### src/rtl/pipe_shift.sv
// Pipelined barrel shifter: one registered stage per shift-amount bit, with
// valid/ready flow control that stalls every stage together.
module pipe_shift #(
  parameter int N    = 16,
  parameter int TAGW = 4
) (
  input  logic            clk,
  input  logic            rst,
  input  logic            in_valid,
  output logic            in_ready,
  input  logic [N-1:0]    in_data,
  input  logic [$clog2(N)-1:0] in_amt,
  input  logic [1:0]      in_mode,
  input  logic [TAGW-1:0] in_tag,
  output logic            out_valid,
  input  logic            out_ready,
  output logic [N-1:0]    out_data,
  output logic [TAGW-1:0] out_tag
);

  localparam int SW = $clog2(N);

  logic            v_q    [SW];
  logic [N-1:0]    d_q    [SW];
  logic [SW-1:0]   amt_q  [SW];
  logic [1:0]      mode_q [SW];
  logic [TAGW-1:0] tag_q  [SW];

  logic advance;

  // Arithmetic mode can use the current MSB as fill: right shifts never
  // disturb bit N-1 except by replicating it, so it stays the original sign.
  function automatic logic [N-1:0] stage_shift(input logic [N-1:0] d,
                                               input logic [1:0]   mode,
                                               input logic         en,
                                               input int           sh);
    logic [N-1:0] r;
    r = d;
    if (en) begin
      case (mode)
        2'b00:   r = d >> sh;
        2'b01:   r = N'($signed(d) >>> sh);
        2'b10:   r = d << sh;
        default: r = (d >> sh) | (d << (N - sh));
      endcase
    end
    return r;
  endfunction

  assign advance  = !out_valid || out_ready;
  assign in_ready = advance;

  always_ff @(posedge clk) begin
    if (rst) begin
      for (int k = 0; k < SW; k++) begin
        v_q[k]    <= 1'b0;
        d_q[k]    <= '0;
        amt_q[k]  <= '0;
        mode_q[k] <= '0;
        tag_q[k]  <= '0;
      end
    end else if (advance) begin
      v_q[0]    <= in_valid;
      d_q[0]    <= stage_shift(in_data, in_mode, in_amt[0], 1);
      amt_q[0]  <= in_amt;
      mode_q[0] <= in_mode;
      tag_q[0]  <= in_tag;
      for (int k = 1; k < SW; k++) begin
        v_q[k]    <= v_q[k-1];
        d_q[k]    <= stage_shift(d_q[k-1], mode_q[k-1], amt_q[k-1][k], 1 << k);
        amt_q[k]  <= amt_q[k-1];
        mode_q[k] <= mode_q[k-1];
        tag_q[k]  <= tag_q[k-1];
      end
    end
  end

  assign out_valid = v_q[SW-1];
  assign out_data  = d_q[SW-1];
  assign out_tag   = tag_q[SW-1];

endmodule

### config.mk
export PLATFORM = sky130hd
export DESIGN_NAME = pipe_shift
export DESIGN_NICKNAME = d
export VERILOG_FILES = /design/src/rtl/pipe_shift.sv
export SDC_FILE = /design/constraint.sdc
export NUM_CORES = 1
export LEC_CHECK = 0
export CAP_MARGIN = 15
export CORE_MARGIN = 1.5
export CORE_UTILIZATION = 30
export CTS_CLUSTER_SIZE = 40
export DETAILED_ROUTE_END_ITERATION = 10
export DONT_BUFFER_PORTS = 1
export PLACE_DENSITY_LB_ADDON = 0.08
export SLEW_MARGIN = 20
export SYNTH_ARGS = -nofsm -noshare
export SYNTH_HDL_FRONTEND = slang
export SYNTH_SLANG_ARGS = --single-unit
### constraint.sdc
create_clock -name clk -period 2.2 [get_ports clk]
set_input_delay 0.22 -clock clk [delete_from_list [all_inputs] [get_ports clk]]
set_output_delay 0.22 -clock clk [all_outputs]
set_load 0.01 [all_outputs]
### Word level (Yosys, flattened, before mapping)

Memory sizes are Yosys's and may differ from the RTL's.
Index checks and enable logic that the tools add are counted.
Widths: inputs -> output; s select.

* RAM bits: 108
* output and inout port bits: 22
* input port bits: 30
* word-level logic and storage cells: 84
* register bits: 0
* memories kept: 5

Memory list
* d_q: words 4, bits a word 16, read ports 4, clocked after Yosys merged registers in 0, write ports 4, RTL line 24 `logic [N-1:0] d_q [SW];`
* amt_q: words 4, bits a word 4, read ports 3, clocked after Yosys merged registers in 0, write ports 4, RTL line 25 `logic [SW-1:0] amt_q [SW];`
* tag_q: words 4, bits a word 4, read ports 4, clocked after Yosys merged registers in 0, write ports 4, RTL line 27 `logic [TAGW-1:0] tag_q [SW];`
* mode_q: words 4, bits a word 2, read ports 3, clocked after Yosys merged registers in 0, write ports 4, RTL line 26 `logic [1:0] mode_q [SW];`
* v_q: words 4, bits a word 1, read ports 4, clocked after Yosys merged registers in 0, write ports 4, RTL line 23 `logic v_q [SW];`

* equality and inequality tests: 8
* bitwise gates (word level): 24
* multiplexer cells: 41
* reductions and logical operators: 6

Operators by type and width (number)
* $mux 16: 16
* $pmux 16 s3: 4
* $mux 4: 8
* $or 1x1->1: 20
* $or 12x16->16: 1
* $or 14x16->16: 1
* $or 15x16->16: 1
* $or 8x16->16: 1
* $mux 1: 9
* $eq 2x1->1 const B: 4
* $eq 2x2->1 const B: 4
* $logic_not 2->1: 4
* $mux 2: 4
* $logic_not 1->1: 1
* $logic_or 1x1->1: 1

### Logic depth before layout (Yosys ltp)

Gate-level depths: netlist (run 1).
An unclocked memory read counts as a cell.

* word-level depth: 7
* gate-level depth with buffers: 5
* mapped depth without buffers: 3

### Worst setup path before layout (run 1)

OpenSTA, ideal clock, no wires.

* path kind: reg-to-reg
* start point: memory v_q[3]
* end point: memory amt_q[0][11] (netlist name) (enable)
* required time: 1.786 ns
* period minus slack after synthesis: 2.267 ns
* data arrival time: 1.854 ns
* setup time: 0.414 ns
* stages on the path, launching flop included: 3
* path slack: -0.067 ns
* buffers on the path: 0
* cell sequence: edfxtp_1 nand2b_1 or2_2

RTL lines (RTL line)
* from (decl): 23
* to (decl): 25

==> summary.txt, run 1 <==
Timing
  – Final Max Tran Viols: 0
  – Final setup TNS: 0 ps
  – Tcrit/Tclk final: 76.2%
  – Slew Limit Headroom: 58.6%
  – Final Setup Violations: 0
  – Worst Clk Skew: 6.66 ps
  – Worst-Margin Slew: 621 ps
  – RSZ-0062 raised after global routing: false
  – Minimum clock period: 1680 ps
  – Hold Violations, Final: 0
  – Peak Freq: 0.596 GHz

Routing
  – Via Count: 2,878
  – WL final: 8570 µm
  – DRC: 0
  – Total iterations of the first detailed-routing run: 4
  – ANT nets after route: 0
  – Initial DRC Count: 155
  – Wire length per cell: 14.5 µm
  – DR vias/cell: 4.86

Cells and area
  – Number of diodes: 0
  – Final net count: 433
  – Layout overhead on the synthesized area: 11.1%
  – Multi-input logic area: 1530 µm²
  – Fraction of layout cells with a size suffix above 1: 8.09%
  – Fill count: 1,421
  – Register Area: 2880 µm²

Power
  – Clock share of power: 39.4%
  – Pwr per Cell Area: 816 nW/µm²
  – Combinational share of power: 6.4%
  – Maximum VDD drop: 0.000378 V
  – Leakage: 1.81 nW
  – Flop pwr share: 54.2%
  – Switch Pwr: 0.000899 W
  – Switching share of total power: 21.7%
  – Overall Power: 0.00415 W
  – Int Power: 0.00325 W

Logic synthesis
  – Cell Area, Synth: 4570 µm²
  – #FFs+latches synth: 96
  – Area leader, netlist: edfxtp_1
  – Post-Syn Area per Cell: 11.1 µm²
  – Synth top area share: 63.1%
  – Number of synthesized flops with an enable pin: 96
  – Seq/Total Area, Yosys: 63.1%
  – Mapped Nets: 443
  – Cells after synthesis: 413
  – Ys flop type: edfxtp_1
  – Asr flop ratio synth: 0%
  – Post-synth top cells: edfxtp_1, nand2_1, nor2_1, a311oi_1, and2_1
  – Ys Warns: 0
  – Synth unique cells: 22
  – Synth area leaders: edfxtp_1, nand2_1, a311oi_1, and2_1, nor2_1
  – Most common cell in the netlist: edfxtp_1

Clock network
  – Worst-path clk slew: 70 ps
  – Hold-fix buffers, CTS: 0
  – Post-CTS Setup Inserts: 0
  – CTS tree: done
  – Post-CTS sizing: 0
  – CTS buffer count: 9
  – Root Buffer: clkbuf_16
  – Clock sink total: 96
  – CTS HTree Levels: 3
  – CTS max path bufs: 2
  – Clk_lat worst skew: 340 ps

Critical path
  – Class of the most critical setup path: reg2reg
  – Critical-path top delay cell: edfxtp_1
  – Cell Chain, Critical Path: nand2b_1, or2_4, buf_12
  – Critical path arrival: 1720 ps
  – CP endpoint kind: register
  – Crit-path max FO: 28
  – Slowest cell delay on critical path: 440 ps
  – Critical path startpoint category: register
  – Required @ worst endpoint: 2250 ps
  – Bufs and invs on worst path: 1
  – Crit path max-delay family: simple AND/OR/NAND/NOR gates

Die
  – Die W: 126 µm
  – I/O pin count: 52
  – Core Region: 14,700 µm²
  – Die H: 126 µm
  – Row cnt: 44
  – Die ar.: 16,000 µm²
  – Initial Util: 31.1%

Global route
  – Grt ovf: 0
  – First-pass GRT wire length: 14,200 µm
  – All-Layer GR Usage: 11.4%
  – Initial antenna violation count: 0
  – Largest net degree at the start of global routing: 33
  – Vias in the first global route: 2,872

Worst hold path
  – Worst min path class: in2reg

Flow run
  – Max Cap Violations: 0

Placed design
  – Dpl hpwl: 6270 µm
  – Final Wtd Congestion: 0.817
  – IO buf count: 0

Outcome
  – Status: complete, no violations
-- final cells by class --
class / instances / share of cell area (%)
Inverter: 5 / 0.370
Timing Repair Buffer: 9 / 2.07
Multi-Input combinational cell: 282 / 30.1
Tap cell: 184 / 4.53
Clock inverter: 6 / 1.65
Clock buffer: 10 / 4.51
Sequential cell: 96 / 56.8
-- power by group through the flow --
stage,Clock [W],Combinational [W],Sequential [W]
global placement,0,0.000266,0.00229
detailed placement,0,0.000269,0.00229
finish,0.00163,0.000266,0.00225
CTS,0.00170,0.000270,0.00225
global route,0.00176,0.000307,0.00226
floorplan,0,0.000242,0.00224
-- metrics by stage --
| step | hold WS, ps | setup slack, ps | cells | utilization [%] | instance area, µm² |
|---|---|---|---|---|---|
| 2_1_floorplan | 418 | 403 | 413 | - | 4570 |
| 3_3_place_gp | 423 | 541 | 576 | 32.4 | 4770 |
| 3_5_place_dp | 422 | 527 | 576 | 32.4 | 4770 |
| 4_1_cts | 47.1 | 502 | 592 | 34.6 | 5080 |
| 5_1_grt | 47.5 | 337 | 592 | 34.6 | 5080 |
| 6_report | 68.6 | 523 | 592 | 34.6 | 5080 |
-- metal layers --
metal | global-route usage, % | vias up | wire, µm
met3 | 4.18 | 16 | 450
met1 | 12.9 | 1314 | 3760
li1 | - | 1474 | -
met5 | 0 | - | 0
met2 | 19.1 | 74 | 4170
met4 | 5.68 | 0 | 190
-- cells by family (layout without fill, tap and decap cells) --
| kind of cell | Yosys count | after routing | synth area share (%) |
|---|---|---|---|
| simple gates | 197 | 197 | 19.1 |
| flops | 96 | 96 | 63.1 |
| compound gates | 78 | 78 | 12.5 |
| buf+inv | 35 | 30 | 3.61 |
| mux | 7 | 7 | 1.73 |
-- placed cells by master, fill, tap and decap left out, drive strengths merged --
master | netlist | routed
buf | 19 | 9
clkinv | 1 | 4
clkinvlp | 0 | 1
mux2 | 7 | 7
o211ai | 8 | 8
nand2b | 4 | 4
and2 | 32 | 32
a21oi | 21 | 21
nor2b | 6 | 6
or2 | 1 | 1
nor2 | 45 | 45
o21ai | 4 | 4
a211oi | 10 | 10
clkbuf | 11 | 10
a311oi | 35 | 35
nand2 | 95 | 95
and2b | 2 | 2
bufinv | 0 | 2
edfxtp | 96 | 96
inv | 4 | 4
or2b | 1 | 1
nand3 | 11 | 11
-- registers in the layout, indices dropped and copies added (netlist names) --
| name | count |
|---|---|
| d_q | 64 |
| tag_q | 16 |
| mode_q | 6 |
| amt_q | 6 |
| v_q | 4 |
-- worst paths after layout --
kind / start / endpoint / slack (ps) / cells after the start
setup / recovery: v_q[3] / d_q[0][5] / 520 / 3
hold reg to reg: amt_q[0][7] / amt_q[0][11] / 520 / 1
setup reg to reg: v_q[3] / d_q[0][5] / 520 / 3
hold / removal: in_tag[3] / tag_q[0][3] / 70 / 1
Note: power is estimated with default switching activity, not from simulation.
==> inputs of run 2 (changes only) <==
clock period = 1.8 ns   (was 2.2 ns; I/O delays follow)
==> run 2 against run 1 <==
- combinational power grew 30%
- global-route usage barely moved
- first-iteration DRC count fell by 14%
- register-to-register slack lost 290 ps
- routed wire length shrank 0.64%
- critical endpoint is now d_q[1][2]
- highest routed layer unchanged
==> summary.txt, run 2 (same netlist as run 1, synthesis figures left out) <==
Outcome
  – Status: complete, no violations

Routing
  – Total iterations of the first detailed-routing run: 4
  – WL final: 8510 µm
  – Wire length per cell: 14.2 µm
  – Initial DRC Count: 134
  – DRC: 0
  – ANT nets after route: 0
  – DR vias/cell: 4.84
  – Via Count: 2,893

Power
  – Clock share of power: 39.8%
  – Leakage: 1.86 nW
  – Pwr per Cell Area: 994 nW/µm²
  – Combinational share of power: 6.8%
  – Int Power: 0.00399 W
  – Maximum VDD drop: 0.000440 V
  – Flop pwr share: 53.4%
  – Switch Pwr: 0.00113 W
  – Switching share of total power: 22.1%

Placed design
  – IO buf count: 0
  – Final Wtd Congestion: 0.838
  – DP Area: 4820 µm²
  – Dpl hpwl: 6330 µm

Critical path
  – Critical R2R Capture: d_q[1][2]
  – Critical path arrival: 1720 ps
  – Class of the most critical setup path: reg2reg
  – Bufs and invs on worst path: 0
  – Crit path max-delay family: simple AND/OR/NAND/NOR gates
  – Flop-to-flop setup slack: 230 ps
  – Critical path startpoint category: register
  – Required @ worst endpoint: 1950 ps
  – R2r worst-path depth: 3
  – Slowest cell delay on critical path: 470 ps
  – CP endpoint kind: register
  – Crit-path max FO: 12
  – RR Startpoint: mode_q[0][0]
  – Critical-path top delay cell: edfxtp_1
  – Cell Chain, Critical Path: and2b_1, nand2_1, a311oi_1

Clock network
  – CTS max path bufs: 2
  – Worst-path clk slew: 70 ps
  – CTS buffer count: 9
  – Clk_lat worst skew: 350 ps
  – Post-CTS Setup Inserts: 0
  – CTS HTree Levels: 3
  – Root Buffer: clkbuf_16
  – CTS tree: done
  – Clock sink total: 96

Timing
  – Minimum clock period: 1570 ps
  – Final setup TNS: 0 ps
  – RSZ-0062 raised after global routing: false
  – Worst Clk Skew: 11.8 ps
  – Hold Violations, Final: 0
  – Final Setup Violations: 0
  – Final Max Tran Viols: 0
  – Tcrit/Tclk final: 87.3%
  – Worst-Margin Slew: 512 ps
  – Peak Freq: 0.636 GHz
  – Slew Limit Headroom: 65.8%

Die
  – Core Region: 14,700 µm²
  – Initial Util: 31.1%
  – Die ar.: 16,000 µm²
  – Die H: 126 µm
  – Die W: 126 µm
  – I/O pin count: 52
  – Row cnt: 44

Cells and area
  – Layout overhead on the synthesized area: 12.7%
  – Design Area, Final: 5150 µm²
  – Most common cell after layout, fill and taps aside: edfxtp_1
  – Final net count: 439
  – Fraction of layout cells with a size suffix above 1: 9.90%
  – Number of diodes: 0
  – Max reg flops: 64
  – Top reg by flops: d_q
  – Biggest regs: d_q x64, tag_q x16
  – Most frequent cells in the layout: edfxtp_1, nand2_1, nor2_1

Global route
  – Vias in the first global route: 2,872
  – All-Layer GR Usage: 11.4%
  – Largest net degree at the start of global routing: 37
  – First-pass GRT wire length: 14,300 µm
  – Grt ovf: 0
  – Initial antenna violation count: 0

Worst hold path
  – Hold Path Origin: in_tag[0]
  – Worst min path class: in2reg
  – Hold path depth: 1
  – Hold endpoint: tag_q[0][0]

Flow run
  – Max Cap Violations: 0
[run 2: final cells by class]
class | count | area [µm²]
fillers | 1433 | 9550
flip-flops and latches | 96 | 2880
multi-input cells | 282 | 1530
well taps | 184 | 230
clock buffers | 9 | 225
repair buffers | 15 | 163
clock inverters | 7 | 95.1
inverters | 5 | 18.8
[run 2: worst max-delay path by stage]
stage | cells after the start | endpoint | startpoint
2_1_floorplan | 2 | amt_q[0][11] | v_q[3]
3_3_place_gp | 3 | amt_q[0][3] | v_q[3]
3_5_place_dp | 3 | amt_q[0][11] | v_q[3]
4_1_cts | 3 | amt_q[0][11] | v_q[3]
5_1_grt | 3 | d_q[1][2] | mode_q[0][0]
6_report | 3 | d_q[1][2] | mode_q[0][0]
[run 2: through the flow]
step | util [%] | power (W) | hold slack, ps | std cells | setup WS [ps]
2_1_floorplan | - | 0.00303 | 378 | 413 | 3.44
3_3_place_gp | 32.8 | 0.00313 | 379 | 582 | 202
3_5_place_dp | 32.8 | 0.00314 | 382 | 582 | 140
4_1_cts | 35.0 | 0.00518 | 5.77 | 598 | 116
5_1_grt | 35.0 | 0.00534 | 5.44 | 598 | 88.8
6_report | 35.0 | 0.00512 | 18.4 | 598 | 229
[run 2: timing repair]
item | in CTS | in global routing
gates resized for setup | 0 | 1
setup endpoints to repair | 0 | 32
hold buffers | 0 | 0
[run 2: power by group through the flow]
| stage | combinational [W] | clock, W | sequential, W |
|---|---|---|---|
| after floorplan | 0.000295 | 0 | 0.00274 |
| after global placement | 0.000346 | 0 | 0.00278 |
| after detailed placement | 0.000351 | 0 | 0.00279 |
| after CTS | 0.000352 | 0.00209 | 0.00274 |
| after global routing | 0.000399 | 0.00218 | 0.00275 |
| final | 0.000347 | 0.00204 | 0.00273 |
[run 2: worst register-to-register path, delay by kind of cell (launching register included)]
family | cells | cell delay, ps
flip-flops | 1 | 470
AND/OR/NAND/NOR | 2 | 580
AO/OA/AOI/OAI | 1 | 330
[run 2: metal layers]
layer  GRT usage (%)  up-vias  share of wire [%]
met5               0        -                  0
met4            7.51        0                3.2
met3            2.78       18                3.7
met2            19.4       59                 49
met1            12.8     1328                 44
li1                -     1488                  -
==> inputs of run 3 (changes only) <==
==> constraint.sdc (replaced) <==
create_clock -name clk -period 1.8 [get_ports clk]
set_input_delay 0.36 -clock clk [delete_from_list [all_inputs] [get_ports clk]]
set_output_delay 0.36 -clock clk [all_outputs]
set_load 0.01 [all_outputs]
==> run 3 against run 2 <==
- register-to-register slack got worse by 20 ps
- largest cell class unchanged
- clock-buffer cell count up 1
- critical path depth stayed put
- highest routed layer unchanged
- maximum frequency decreased by 1.2%
- sequential power is essentially flat
- power decreased by 5.5%
==> summary.txt, run 3 (same netlist as run 1, synthesis figures left out) <==
Critical path
  – Crit-path max FO: 12
  – Critical path startpoint category: register
  – Critical path arrival: 1730 ps
  – Required @ worst endpoint: 1940 ps
  – Class of the most critical setup path: reg2reg
  – CP endpoint kind: register

Placed design
  – Dpl hpwl: 6240 µm
  – Final Wtd Congestion: 0.836
  – IO buf count: 0
  – Pre-CTS WS: 117 ps
  – Cell count after placement: 582

Cells and area
  – Top reg by flops: d_q
  – Layout overhead on the synthesized area: 11.6%
  – Fill count: 1,443
  – Most frequent cells in the layout: edfxtp_1, nand2_1, nor2_1
  – Final net count: 439
  – Cell Count, Final, Fillers Out: 598
  – Most common cell after layout, fill and taps aside: edfxtp_1
  – Final design utilization: 34.7%
  – Biggest regs: d_q x64, tag_q x16
  – Number of diodes: 0
  – Max reg flops: 64
  – Fraction of layout cells with a size suffix above 1: 9.90%

Die
  – Core Region: 14,700 µm²
  – Row cnt: 44
  – Die H: 126 µm
  – Die ar.: 16,000 µm²
  – Initial Util: 31.1%
  – Die W: 126 µm
  – I/O pin count: 52

Clock network
  – CTS buffer count: 9
  – CTS tree: done
  – Worst-path clk slew: 70 ps
  – Post-CTS sizing: 0
  – Root Buffer: clkbuf_16
  – Hold-fix buffers, CTS: 0
  – Post-CTS Setup Inserts: 0
  – Clock sink total: 96
  – Clk_lat worst skew: 350 ps
  – CTS max path bufs: 2
  – CTS HTree Levels: 3

Routing
  – Via Count: 2,934
  – Wire length per cell: 14.1 µm
  – ANT nets after route: 0
  – WL final: 8460 µm
  – Initial DRC Count: 95
  – Total iterations of the first detailed-routing run: 4
  – DRC: 0
  – DR vias/cell: 4.91

Timing
  – Peak Freq: 0.629 GHz
  – RSZ-0062 raised after global routing: false
  – Worst-Margin Slew: 514 ps
  – Minimum clock period: 1590 ps
  – Worst Clk Skew: 11.2 ps
  – Final Max Tran Viols: 0
  – Final setup TNS: 0 ps
  – Hold Violations, Final: 0
  – Final Setup Violations: 0
  – Tcrit/Tclk final: 88.4%
  – Setup WS post-layout: 209 ps
  – Slew Limit Headroom: 65.7%

Flow run
  – Max Cap Violations: 0

Global route
  – First-pass GRT wire length: 13,900 µm
  – Largest net degree at the start of global routing: 37
  – Vias in the first global route: 2,840
  – Initial antenna violation count: 0
  – All-Layer GR Usage: 11.1%
  – Grt ovf: 0

Power
  – Maximum VDD drop: 0.000508 V
  – Pwr per Cell Area: 948 nW/µm²
  – Overall Power: 0.00484 W
  – Leakage: 1.83 nW

Worst hold path
  – Worst min path class: in2reg

Outcome
  – Status: complete, no violations
-- run 3: final timing paths --
path                     start  cells past startpoint          end  slack, ps
hold / removal       in_tag[3]                      1  tag_q[0][3]        200
setup reg to reg  mode_q[0][0]                      3    d_q[1][2]        210
setup / recovery  mode_q[0][0]                      3    d_q[1][2]        210
hold reg to reg    tag_q[0][2]                      1  tag_q[1][2]        520
-- run 3: final cells by class --
class	instances	area (µm²)	share of cell area (%)
Inverter	5	18.8	0.368
Sequential cell	96	2880	56.5
Clock buffer	10	229	4.49
Multi-Input combinational cell	282	1530	30.1
Clock inverter	6	43.8	0.858
Tap cell	184	230	4.51
Timing Repair Buffer	15	163	3.19
-- run 3: through the flow --
step	hold WS, ps	cell area (µm²)
6_report	204	5100
5_1_grt	186	5100
4_1_cts	188	5100
3_5_place_dp	502	4820
3_3_place_gp	500	4820
2_1_floorplan	497	4570
-- run 3: routing by layer --
metal  global-route usage (%)  vias up  share of wire, %
met5                        0        -                 0
met4                     5.95        0               2.4
met3                     3.67       12               4.5
met2                     19.1       67                49
met1                     12.2     1369                44
li1                         -     1486                 -
-- run 3: critical path, cell delays in order, from the launching register on --
cell      delay (ps)
edfxtp_1         460
and2b_1          460
nand2_1          110
a311oi_1         350
-- run 3: report_power, final --
| group | internal (W) | switching [W] |
|---|---|---|
| clock network | 0.000943 | 0.000812 |
| logic | 0.000146 | 0.000203 |
| registers | 0.00262 | 0.000111 |
| total | 0.00371 | 0.00113 |
